<file path="src/rtl/vga_timing_pkg.sv">
// vga_timing_pkg: 640x480@60 timing constants, sync-decoder state encoding,
// per-sample event bundle and counter helper shared by decoder and generator.
package vga_timing_pkg;

  localparam int H_TOTAL_640  = 800;
  localparam int H_SYNC_640   = 96;
  localparam int H_BP_640     = 48;
  localparam int H_ACTIVE_640 = 640;
  localparam int V_TOTAL_480  = 525;
  localparam int V_SYNC_480   = 2;
  localparam int V_BP_480     = 33;
  localparam int V_ACTIVE_480 = 480;

  localparam int CNT_W = 10;
  localparam logic [CNT_W-1:0] CNT_MAX = '1;

  typedef enum logic [1:0] {
    ST_HUNT   = 2'd0,
    ST_CHECK  = 2'd1,
    ST_LOCKED = 2'd2
  } sync_state_e;

  typedef struct packed {
    logic h_edge;
    logic frame;
    logic h_err;
    logic v_err;
  } sync_evt_t;

  function automatic logic [CNT_W-1:0] sat_inc(
    input logic [CNT_W-1:0] v
  );
    return (v == CNT_MAX) ? v : v + CNT_W'(1);
  endfunction

endpackage

</file>
<file path="src/rtl/sync_edge_det.sv">
// sync_edge_det: holds the asserted/deasserted state of the last enabled
// sample of a sync line and flags an assertion edge on the incoming sample.
// Ports: board_clk/reset (async, active-high), en_i (capture enable),
// sync_i (raw sync level), edge_o (asserted now, deasserted last capture).
module sync_edge_det #(
  parameter logic POL = 1'b0
) (
  input  logic board_clk,
  input  logic reset,
  input  logic en_i,
  input  logic sync_i,
  output logic edge_o
);

  logic act_d;
  logic act_q;

  assign act_d  = (sync_i == POL);
  assign edge_o = act_d & ~act_q;

  // Reset value 0 means "deasserted", whatever the polarity.
  always_ff @(posedge board_clk or posedge reset) begin
    if (reset) begin
      act_q <= 1'b0;
    end else if (en_i) begin
      act_q <= act_d;
    end
  end

endmodule

</file>
<file path="src/rtl/vga_sync_decoder.sv">
// vga_sync_decoder: recovers pixel coordinates from a VGA hsync/vsync/rgb
// stream sampled at pix_ce, checks line/frame lengths and tracks lock.
// Ports: board_clk, reset (async, active-high), pix_ce (pixel enable),
// vga_h_sync/vga_v_sync/vga_rgb (stream in), pix_valid/pix_x/pix_y/pix_rgb
// (decoded pixel), frame_start, locked, h_err, v_err (status).
module vga_sync_decoder
  import vga_timing_pkg::*;
#(
  parameter int   H_TOTAL  = H_TOTAL_640,
  parameter int   H_SYNC   = H_SYNC_640,
  parameter int   H_BP     = H_BP_640,
  parameter int   H_ACTIVE = H_ACTIVE_640,
  parameter int   V_TOTAL  = V_TOTAL_480,
  parameter int   V_SYNC   = V_SYNC_480,
  parameter int   V_BP     = V_BP_480,
  parameter int   V_ACTIVE = V_ACTIVE_480,
  parameter logic SYNC_POL = 1'b0
) (
  input  logic       board_clk,
  input  logic       reset,
  input  logic       pix_ce,
  input  logic       vga_h_sync,
  input  logic       vga_v_sync,
  input  logic [2:0] vga_rgb,
  output logic       pix_valid,
  output logic [9:0] pix_x,
  output logic [9:0] pix_y,
  output logic [2:0] pix_rgb,
  output logic       frame_start,
  output logic       locked,
  output logic       h_err,
  output logic       v_err
);

  localparam logic [CNT_W-1:0] H_LAST = CNT_W'(H_TOTAL - 1);
  localparam logic [CNT_W-1:0] V_LAST = CNT_W'(V_TOTAL - 1);
  localparam logic [CNT_W-1:0] H_LO   = CNT_W'(H_SYNC + H_BP);
  localparam logic [CNT_W-1:0] H_HI   = CNT_W'(H_SYNC + H_BP + H_ACTIVE);
  localparam logic [CNT_W-1:0] V_LO   = CNT_W'(V_SYNC + V_BP);
  localparam logic [CNT_W-1:0] V_HI   = CNT_W'(V_SYNC + V_BP + V_ACTIVE);

  logic              h_edge;
  logic              v_edge;
  sync_evt_t         evt;
  logic              any_err;

  logic [CNT_W-1:0]  h_cnt_q;
  logic [CNT_W-1:0]  h_cnt_d;
  logic [CNT_W-1:0]  v_cnt_q;
  logic [CNT_W-1:0]  v_cnt_d;

  sync_state_e       state_q;
  sync_state_e       state_d;
  logic              chk_err_q;
  logic              chk_err_d;

  logic              locked_c;
  logic              vis_c;

  sync_edge_det #(
    .POL    (SYNC_POL)
  ) u_hs_det (
    .board_clk (board_clk),
    .reset     (reset),
    .en_i      (pix_ce),
    .sync_i    (vga_h_sync),
    .edge_o    (h_edge)
  );

  // vsync is only looked at on hsync edges, so its "previous" sample is
  // the level seen at the previous hsync edge.
  sync_edge_det #(
    .POL    (SYNC_POL)
  ) u_vs_det (
    .board_clk (board_clk),
    .reset     (reset),
    .en_i      (pix_ce & h_edge),
    .sync_i    (vga_v_sync),
    .edge_o    (v_edge)
  );

  // A saturated counter is always an error, even if it aliases the target.
  always_comb begin
    evt        = '0;
    evt.h_edge = pix_ce & h_edge;
    evt.frame  = evt.h_edge & v_edge;
    evt.h_err  = evt.h_edge &
                 ((h_cnt_q != H_LAST) | (h_cnt_q == CNT_MAX));
    evt.v_err  = evt.frame &
                 ((v_cnt_q != V_LAST) | (v_cnt_q == CNT_MAX));
  end

  assign any_err = evt.h_err | evt.v_err;

  always_comb begin
    h_cnt_d = h_cnt_q;
    v_cnt_d = v_cnt_q;
    if (pix_ce) begin
      h_cnt_d = evt.h_edge ? '0 : sat_inc(h_cnt_q);
      if (evt.frame) begin
        v_cnt_d = '0;
      end else if (evt.h_edge) begin
        v_cnt_d = sat_inc(v_cnt_q);
      end
    end
  end

  always_ff @(posedge board_clk or posedge reset) begin
    if (reset) begin
      h_cnt_q <= '0;
      v_cnt_q <= '0;
    end else begin
      h_cnt_q <= h_cnt_d;
      v_cnt_q <= v_cnt_d;
    end
  end

  always_ff @(posedge board_clk or posedge reset) begin
    if (reset) begin
      state_q   <= ST_HUNT;
      chk_err_q <= 1'b0;
    end else begin
      state_q   <= state_d;
      chk_err_q <= chk_err_d;
    end
  end

  // Errors on the boundary that closes a CHECK frame still veto the lock.
  always_comb begin
    state_d   = state_q;
    chk_err_d = chk_err_q;
    unique case (state_q)
      ST_HUNT: begin
        if (evt.frame) begin
          state_d   = ST_CHECK;
          chk_err_d = 1'b0;
        end
      end
      ST_CHECK: begin
        if (evt.frame) begin
          chk_err_d = 1'b0;
          if (!chk_err_q && !any_err) begin
            state_d = ST_LOCKED;
          end
        end else if (any_err) begin
          chk_err_d = 1'b1;
        end
      end
      ST_LOCKED: begin
        if (any_err) begin
          state_d = ST_HUNT;
        end
      end
      default: begin
        state_d   = ST_HUNT;
        chk_err_d = 1'b0;
      end
    endcase
  end

  // Window is judged on the counts that describe the incoming sample.
  always_comb begin
    locked_c = (state_q == ST_LOCKED);
    vis_c    = pix_ce & locked_c &
               (h_cnt_d >= H_LO) & (h_cnt_d < H_HI) &
               (v_cnt_d >= V_LO) & (v_cnt_d < V_HI);
  end

  assign locked = locked_c;

  always_ff @(posedge board_clk or posedge reset) begin
    if (reset) begin
      pix_valid   <= 1'b0;
      frame_start <= 1'b0;
      h_err       <= 1'b0;
      v_err       <= 1'b0;
      pix_x       <= '0;
      pix_y       <= '0;
      pix_rgb     <= '0;
    end else begin
      pix_valid   <= vis_c;
      frame_start <= evt.frame;
      h_err       <= evt.h_err;
      v_err       <= evt.v_err;
      if (vis_c) begin
        pix_x   <= h_cnt_d - H_LO;
        pix_y   <= v_cnt_d - V_LO;
        pix_rgb <= vga_rgb;
      end
    end
  end

endmodule

</file>
<file path="config.mk">
export PLATFORM = sky130hd
export DESIGN_NAME = vga_sync_decoder
export DESIGN_NICKNAME = d
export VERILOG_FILES = /design/src/rtl/vga_timing_pkg.sv /design/src/rtl/sync_edge_det.sv /design/src/rtl/vga_sync_decoder.sv
export SDC_FILE = /design/constraint.sdc
export NUM_CORES = 1
export LEC_CHECK = 0
export ABC_AREA = 0
export CAP_MARGIN = 30
export CORE_UTILIZATION = 46
export CTS_CLUSTER_SIZE = 24
export DETAILED_ROUTE_END_ITERATION = 6
export DONT_BUFFER_PORTS = 1
export SKIP_LAST_GASP = 1
export SYNTH_ARGS = -nofsm -noshare
export SYNTH_HDL_FRONTEND = slang
export SYNTH_SLANG_ARGS = --single-unit
</file>
<file path="constraint.sdc">
create_clock -name board_clk -period 3.2 [get_ports board_clk]
set_input_delay 0.48 -clock board_clk [delete_from_list [all_inputs] [get_ports board_clk]]
set_output_delay 0.48 -clock board_clk [all_outputs]
set_load 0.02 [all_outputs]
</file>
Word-level counts from Yosys, hierarchy flattened
Cells that the tools add are included.
{"block": "word_totals", "inputBits": 8, "wordCells": 73, "ff_bits": 52}
{"block": "op_classes", "mux": 16, "n_reduce_logical": 6, "addsub": 4, "n_eq_ne": 11, "bitwise_logic": 19, "magnitude_cmp": 4}
{"op": "10-bit 2-to-1 mux", "n": 7}
{"op": "10-bit by 1-bit adder with 10-bit output, second input constant", "n": 2}
{"op": "10-bit equality test, second input constant", "n": 2}
{"op": "10-bit < comparator, second input constant", "n": 2}
{"op": "10-bit inequality test, second input constant", "n": 2}
{"op": "1-bit bitwise AND", "n": 11}
{"op": "10-bit by 6-bit greater-or-equal comparator with 1-bit output, second input constant", "n": 1}
{"op": "10-bit by 8-bit greater-or-equal comparator with 1-bit output, second input constant", "n": 1}
{"op": "10-bit by 6-bit subtractor with 10-bit output, second input constant", "n": 1}
{"op": "10-bit by 8-bit subtractor with 10-bit output, second input constant", "n": 1}
{"op": "2-bit 2-to-1 mux", "n": 4}
{"op": "2-bit inequality test, second input constant", "n": 3}
{"op": "2-bit one-hot mux with 3 select lines", "n": 1}
{"op": "1-bit NOT", "n": 5}
{"op": "4-bit AND reduction", "n": 1}
{"op": "1-bit 2-to-1 mux", "n": 3}
{"op": "3-bit inequality test, second input constant", "n": 1}
{"op": "1-bit OR", "n": 3}
{"op": "1-bit one-hot mux with 3 select lines", "n": 1}
{"op": "3-bit AND reduction", "n": 1}
{"op": "2-bit by 1-bit equality test with 1-bit output, second input constant", "n": 1}
{"op": "2-bit equality test, second input constant", "n": 1}
{"op": "1-bit logical NOT", "n": 2}
{"op": "2-bit logical NOT", "n": 1}
{"op": "other kinds (2)", "n": 2}

Longest topological paths before layout
Gate-level depths: netlist of run 1.
{"block": "depth", "ltp_word": 11, "ltp_mapped": 14}

By module
A second synthesis of run 1 with hierarchy kept.
{"block": "hier_totals", "cells_unflattened": 271, "hier_area_um2": 3054.2}
{"mod": "vga_sync_decoder", "seq_area_each_um2": 1251.2, "n_inst": 1, "area_each_um2": 2971.6, "cells_per_inst": 261}
{"mod": "sync_edge_det", "seq_area_each_um2": 25.0, "n_inst": 2, "area_each_um2": 41.3, "cells_per_inst": 5}

Least setup slack after synthesis of run 1
Ideal clock, no wire load.
{"block": "synth_path", "kind": "input-to-reg", "startpoint": "input port vga_h_sync", "endpoint": "register pix_x[0]", "path_buffers": 4, "setup_slack_ps": -67, "path_stages": 14, "setup_ps": 125, "arrival_time_ps": 3142, "required_ps": 3075, "path_cell_list": "or3b_1 buf_2 or3_1 buf_2 clkinv_2 buf_2 o31ai_1 ha_1 a211oi_4 and4_1 o211ai_2 inv_2 buf_6 mux2_4"}
{"item": "from (decl)", "line": "vga_sync_decoder.sv:22", "text": "input logic vga_h_sync,"}
{"item": "to (signal assigned)", "line": "vga_sync_decoder.sv:186", "text": "pix_x <= h_cnt_d - H_LO;"}
{"item": "to (decl)", "line": "vga_sync_decoder.sv:26", "text": "output logic [9:0] pix_x,"}

Worst setup path in the final report of run 1
{"block": "layout_path", "startpoint": "register u_hs_det.act_q", "endpoint": "register pix_y[1]"}
{"block": "layout_between", "elab_cells_between_ends": 18}
{"item": "from (decl)", "line": "sync_edge_det.sv:16", "text": "logic act_q;"}
{"item": "from (signal assigned)", "line": "sync_edge_det.sv:26", "text": "act_q <= act_d;"}
{"item": "1-bit NOT *", "line": "sync_edge_det.sv:19", "text": "assign edge_o = act_d & ~act_q;"}
{"item": "1-bit bitwise AND *", "line": "sync_edge_det.sv:19"}
{"item": "1-bit bitwise AND *", "line": "vga_sync_decoder.sv:85", "text": "evt.h_edge = pix_ce & h_edge;"}
{"item": "10-bit 2-to-1 mux or 1-bit bitwise AND (tied branches)", "line": "vga_sync_decoder.sv:102, vga_sync_decoder.sv:86"}
{"item": "10-bit 2-to-1 mux *", "line": "vga_sync_decoder.sv:100", "text": "if (evt.frame) begin"}
{"item": "10-bit 2-to-1 mux *", "line": "vga_sync_decoder.sv:98", "text": "if (pix_ce) begin"}
{"item": "named net v_cnt_d[1]", "line": "vga_sync_decoder.sv:50", "text": "logic [CNT_W-1:0] v_cnt_d;"}
{"item": "10-bit by 6-bit greater-or-equal comparator with 1-bit output", "line": "vga_sync_decoder.sv:166", "text": "(v_cnt_d >= V_LO) & (v_cnt_d < V_HI);"}
{"item": "1-bit bitwise AND", "line": "vga_sync_decoder.sv:165", "text": "(h_cnt_d >= H_LO) & (h_cnt_d < H_HI) &"}
{"item": "1-bit bitwise AND", "line": "vga_sync_decoder.sv:166"}
{"item": "to (signal assigned)", "line": "vga_sync_decoder.sv:187", "text": "pix_y <= v_cnt_d - V_LO;"}
{"item": "to (decl)", "line": "vga_sync_decoder.sv:27", "text": "output logic [9:0] pix_y,"}
Mark *: on every way through the listed nets, which the timed path passes. The rest lies on a longest branch.
A chain may end at the register's enable or synchronous reset.

==> qor.yml, run 1 <==
status: "finished clean"
regToRegSetupSlack_ps: 170
async_flop_share: 1.000
syn-mean-instance-area_um2: 10.43
clkPwrFrac: 0.234
clock-sinks: 52
power_frac_seq: 0.491
die-height_um: 83.39
ys_seq_area_frac: 0.4271
syn_to_final_growth_pct: 15.07
vias: 2390
slew_viol_final: 0
hold_path_class: "input pin to asynchronous set/reset pin"
route.detailed.wl_per_inst_um: 17.20
track_usage: 0.2141
clk_pin_slew_ps: 100
clock_latency_ps: 310
setup_viol: 0
required_ps: 3410
num_rows: 29
tightest_slew_ps: 563.3
fin_util: 0.5490
vias_per_cell: 5.960
grt-ovfl-total: 0
htreeDepth: 2
worstReg2RegEnd: "pix_y[1]"
synth.distinct_cells: 61
reg2reg_from: "u_hs_det.act_q"
p_total_w: 0.001641
switchingPower_w: 0.0005513
initial_core_util: 0.4771
fin_crit_sh: 0.9461
power_density_mw_per_mm2: 468.1
crit_end: "pix_y[1]"
yosysTopAreaCell: "dfrtp_1"
dp_hpwl_mm: 5.066
dpl.cell_count: 391
cellLeakagePower_nw: 1.587
mostFrequentLayoutCells: "dfrtp_1, buf_4, nand2_1"
io_pins: 36
critPathLaunch: "u_hs_det.act_q"
synth_top_cell_area_share: 0.4271
clockBufferDepth: 2
synth_top_flop_cell: "dfrtp_1"
drive_gt1_frac: 0.2747
syn_nets: 306
ys_ff_latch: 52
grt_pass1_vias: 2412
drc: 0
cp_max_fo: 15
synth_edf_count: 0
antenna_found_initial: 0
cts_tree: "done"
clock_skew_ps: 12.62
cts_buffers: 5
p_int_w: 0.001090
worst_r2r_path_depth: 11
finalNonFillerCells: 401
ff_latch_area_mm2: 0.001301
dr.first_iter.drc_count: 181
die_w_um: 83.39
hold_viol: 0
grt_first_pass_wirelength_mm: 11.86
synth.area.top_cells: "dfrtp_1, mux2_4, ha_1, nand2_1, nand3_1"
die_area_mm2: 0.006953
p_comb_frac: 0.275
fin_nets: 337
multiInputGateArea_mm2: 0.001649
syn_area_mm2: 0.003047
drt_pass1_iterations: 4
rsz0062_at_grt: "no"
ys_warn_count: 0
post-route-min-period_ps: 3028
syn_inst: 292
critPathLaunchType: "flip-flop"
worst_setup_path_end_kind: "flip-flop"
wirelength_mm: 6.897
max_slew_margin: 0.6237
portBuffers: 0
ir_drop_mv: 0.3198
power.share.switching: 0.3359
ctsHoldBuffers: 0
worstPathArrival_ps: 3240
detail-route-antenna-nets: 0
diodes: 0
nFillCells: 549
place.gp.congestion: 0.8445
cts.root.buffer_cell: "clkbuf_8"
layout_commonest_cell: "dfrtp_1"
grt_max_degree: 34
core-area_mm2: 0.006386
fmax_mhz: 330.3
crit_type: "flip-flop to flip-flop"
drv_cap: 0
## logic make-up (layout without fill, tap and decap cells)
logic type / count (synthesis) / after routing / share of synthesized area
buf+inv: 28 / 60 / 0.04230
flops: 52 / 52 / 0.4271
simple gates: 104 / 104 / 0.1922
xor+xnor: 10 / 10 / 0.02875
mux: 26 / 26 / 0.1170
compound gates: 66 / 66 / 0.1680
fa+ha+maj: 6 / 6 / 0.02464
## power by group through the flow
stage	combinational (W)	clock, W	sequential, W
floorplan	0.000295	0	0.000808
finish	0.000451	0.000384	0.000806
CTS	0.000445	0.000400	0.000806
global placement	0.000437	0	0.000819
global route	0.000505	0.000422	0.000818
detailed placement	0.000442	0	0.000817
## how the worst min path moves through the flow
stage,from,end,depth (start not counted)
floorplan,state_q[1],state_q[0],1
global placement,state_q[1],state_q[0],1
detailed placement,reset,pix_x[8],1
CTS,reset,pix_x[8],1
global route,reset,pix_x[8],1
finish,reset,pix_x[8],1
## routing by layer
layer / part of all wire / global-route usage
met4: 0.0099 / 0.06113
met2: 0.44 / 0.3271
met5: 0 / 0
met1: 0.49 / 0.3015
met3: 0.059 / 0.05268
## cells in the mapped netlist, types with 7 or more instances
master and instances:
dfrtp_1 52, nand2_1 19, mux2_4 18, nor2_1 18
inv_1 14, nand3_1 14, a21oi_1 12, o21ai_0 9
nand4_1 8, a31oi_1 7, o31ai_1 7
## metrics by stage
step                      worst slack (ps)  cell area (um^2)  setup TNS (ps)  hold WS (ps)
after global placement              -29.94              3351          -442.6         492.6
after global routing                 33.42              3506               0         64.23
final                                172.4              3506               0         40.75
after floorplan                      10.68              3059               0         451.1
after detailed placement            -36.02              3371          -357.8         401.6
after CTS                            69.83              3461               0         53.94
## final cells by class
type | instances | share of cell area
inverters | 16 | 0.01749
clock buffers | 5 | 0.01963
repair buffers | 36 | 0.08779
multi-input cells | 212 | 0.4704
clock inverters | 3 | 0.006067
flip-flops and latches | 52 | 0.3712
well taps | 77 | 0.02748
## timing repair
item	in CTS	in global routing
endpoints found under the setup margin	21	21
buffers inserted	0	2
hold endpoints to repair	0	0
resized for setup	1	6
gates cloned	0	0
pin swaps	0	3
## critical path: stages (launching register included)
cell      delay, ps
dfrtp_1         460
or3b_4          470
or3_1           360
clkinv_2        120
o31ai_1         120
ha_2            210
a211oi_4        230
and4_1          250
o211ai_2         90
inv_2           120
buf_12          170
mux2_4          320
## registers in the layout, summed over array words and instances, names as in the netlist
name,cells
chk_err_q,1
frame_start,1
h_cnt_q,10
h_err,1
pix_rgb,3
pix_valid,1
pix_x,10
pix_y,10
state_q,2
u_hs_det.act_q,1
u_vs_det.act_q,1
v_cnt_q,10
v_err,1
Power figures use the tool's default switching activity.
==> inputs of run 2 (changes only) <==
--- a/config.mk
+++ b/config.mk
@@ -8,9 +8,10 @@
 export ABC_AREA = 0
 export CAP_MARGIN = 30
 export CORE_UTILIZATION = 46
-export CTS_CLUSTER_SIZE = 24
+export CTS_CLUSTER_SIZE = 16
 export DETAILED_ROUTE_END_ITERATION = 6
 export DONT_BUFFER_PORTS = 1
+export MAX_ROUTING_LAYER = met4
 export SKIP_LAST_GASP = 1
 export SYNTH_ARGS = -nofsm -noshare
 export SYNTH_HDL_FRONTEND = slang
==> run 2 against run 1 <==
Effect of this change: register-to-register slack worse by 20 ps; sequential share of layout area unchanged; worst hold slack about the same; utilization unchanged; critical path type unchanged; power about the same; critical endpoint unchanged; final area unchanged; highest routed layer unchanged; sequential power about the same; via count up 0.50%.
==> qor.yml, run 2 (synthesis gave the netlist of run 1 again) <==
status: "finished clean"
cts.root.buffer_cell: "clkbuf_8"
clock_skew_ps: 13.09  # +0.4673 ps
worst_r2r_path_depth: 11  # unchanged
hold_viol: 0  # unchanged
die_w_um: 83.39  # unchanged
slew_viol_final: 0  # unchanged
p_total_w: 0.001642  # about the same
crit_type: "flip-flop to flip-flop"
setup_ws_ps: 153.2  # -19.22 ps
initial_core_util: 0.4771  # unchanged
diodes: 0  # unchanged
vias: 2402  # +0.50%
core-area_mm2: 0.006386  # unchanged
post-route-min-period_ps: 3047  # +19.22 ps
fin_crit_sh: 0.9521  # +0.006007
setup-tns-final_ps: 0  # unchanged
cellLeakagePower_nw: 1.587  # unchanged
placed_area_mm2: 0.003371  # unchanged
worstPathArrival_ps: 3250  # about the same
regToRegSetupSlack_ps: 150  # -20 ps
cp_slowest_stage_delay_ps: 470  # about the same
power_density_mw_per_mm2: 468.4  # about the same
drt_pass1_iterations: 4  # unchanged
layout_commonest_cell: "dfrtp_1"
critPathLaunchType: "flip-flop"
grt_pass1_vias: 2409  # -0.12%
mostFrequentLayoutCells: "dfrtp_1, buf_4, nand2_1"
antenna_found_initial: 0  # unchanged
hold_path_class: "input pin to asynchronous set/reset pin"
cp_num_buf_inv: 3  # unchanged
max_slew_margin: 0.6257  # +0.001980
dp_hpwl_mm: 5.066  # unchanged
rsz0062_at_grt: "no"
cp_max_fo: 15  # unchanged
post-place-ws_ps: -36.02  # unchanged
fmax_mhz: 328.2  # -0.63%
final_area_mm2: 0.003506  # unchanged
die-height_um: 83.39  # unchanged
place.gp.congestion: 0.8578  # +1.6%
nFillCells: 549  # unchanged
worst_setup_path_end_kind: "flip-flop"
grt_first_pass_wirelength_mm: 11.87  # about the same
num_rows: 29  # unchanged
required_ps: 3410  # about the same
ctsHoldBuffers: 0  # unchanged
dr.first_iter.drc_count: 176  # -2.8%
tightest_slew_ps: 560.3  # -2.965 ps
cts_buffers: 5  # unchanged
route.detailed.wl_per_inst_um: 17.24  # +0.22%
cpLargestDelayFamily: "simple AND/OR/NAND/NOR gates"
track_usage: 0.2208  # +0.006654
wirelength_mm: 6.912  # +0.22%
clock-sinks: 52  # unchanged
syn_to_final_growth_pct: 15.07  # unchanged
clk_pin_slew_ps: 100  # about the same
drv_cap: 0  # unchanged
cts_tree: "done"
portBuffers: 0  # unchanged
drive_gt1_frac: 0.2747  # unchanged
vias_per_cell: 5.990  # +0.50%
io_pins: 36  # unchanged
htreeDepth: 2  # unchanged
fin_nets: 337  # unchanged
worstReg2RegEnd: "pix_y[1]"
ir_drop_mv: 0.3198  # about the same
reg2reg_from: "u_hs_det.act_q"
detail-route-antenna-nets: 0  # unchanged
die_area_mm2: 0.006953  # unchanged
drc: 0  # unchanged
path_depth: 11  # unchanged
path_cells: "or3b_4 > or3_1 > clkinv_2 > o31ai_1 > ha_2 > a211oi_4 > and4_1 > o211ai_2 > inv_2 > buf_12 > mux2_4"
clockBufferDepth: 2  # unchanged
setup_viol: 0  # unchanged
grt-ovfl-total: 0  # unchanged
worst_path_max_delay_cell: "or3b_4"
grt_max_degree: 34  # unchanged
clock_latency_ps: 310  # about the same
-- run 2: cell counts in the layout (fill, tap and decap cells not counted) --
No cell type changed its count.
-- run 2: stage by stage --
step | util | hold WS [ps] | instances
6_report | 0.5490 | 40.95 | 401
5_1_grt | 0.5490 | 61.91 | 401
4_1_cts | 0.5419 | 53.94 | 399
3_5_place_dp | 0.5278 | 401.6 | 391
3_3_place_gp | 0.5247 | 492.6 | 390
2_1_floorplan | - | 451.1 | 292
-- run 2: area by class of cell --
type	count	area, um^2	share of cell area
clock inverters	3	21.27	0.006067
inverters	16	61.31	0.01749
multi-input cells	212	1649	0.4704
clock buffers	5	68.82	0.01963
repair buffers	36	307.8	0.08779
well taps	77	96.34	0.02748
flip-flops and latches	52	1301	0.3712
-- run 2: per-layer routing --
layer / routed length (um) / track usage / vias to the layer above / part of all wire
met2: 3035 / 0.3286 / 63 / 0.44
met5: 0 / - / - / 0
met1: 3448 / 0.3060 / 1162 / 0.50
met4: 88 / 0.06113 / 0 / 0.013
met3: 340 / 0.04573 / 9 / 0.049
li1: - / - / 1168 / -
-- run 2: worst max-delay path by stage --
stage                               from          to  slack, ps
final                     u_hs_det.act_q    pix_y[1]        150
after global routing          v_cnt_q[1]  pix_rgb[2]         40
after CTS                 u_hs_det.act_q    pix_y[1]         70
after detailed placement      vga_h_sync    pix_y[1]        -40
after global placement        vga_h_sync    pix_y[2]        -30
after floorplan               vga_h_sync    pix_x[0]         10
-- run 2: what timing repair did --
| item | CTS | global route |
|---|---|---|
| gates resized for setup | 1 | 6 |
| pin swaps | 0 | 3 |
| setup buffers | 0 | 2 |
| endpoints found under the setup margin | 21 | 21 |
-- run 2: power breakdown --
| group | leakage, nW | total [W] | internal [W] | switching (W) |
|---|---|---|---|---|
| clock network | 0.0445 | 0.000384 | 0.000156 | 0.000228 |
| logic | 0.845 | 0.000452 | 0.000212 | 0.000239 |
| registers | 0.698 | 0.000806 | 0.000722 | 0.0000842 |
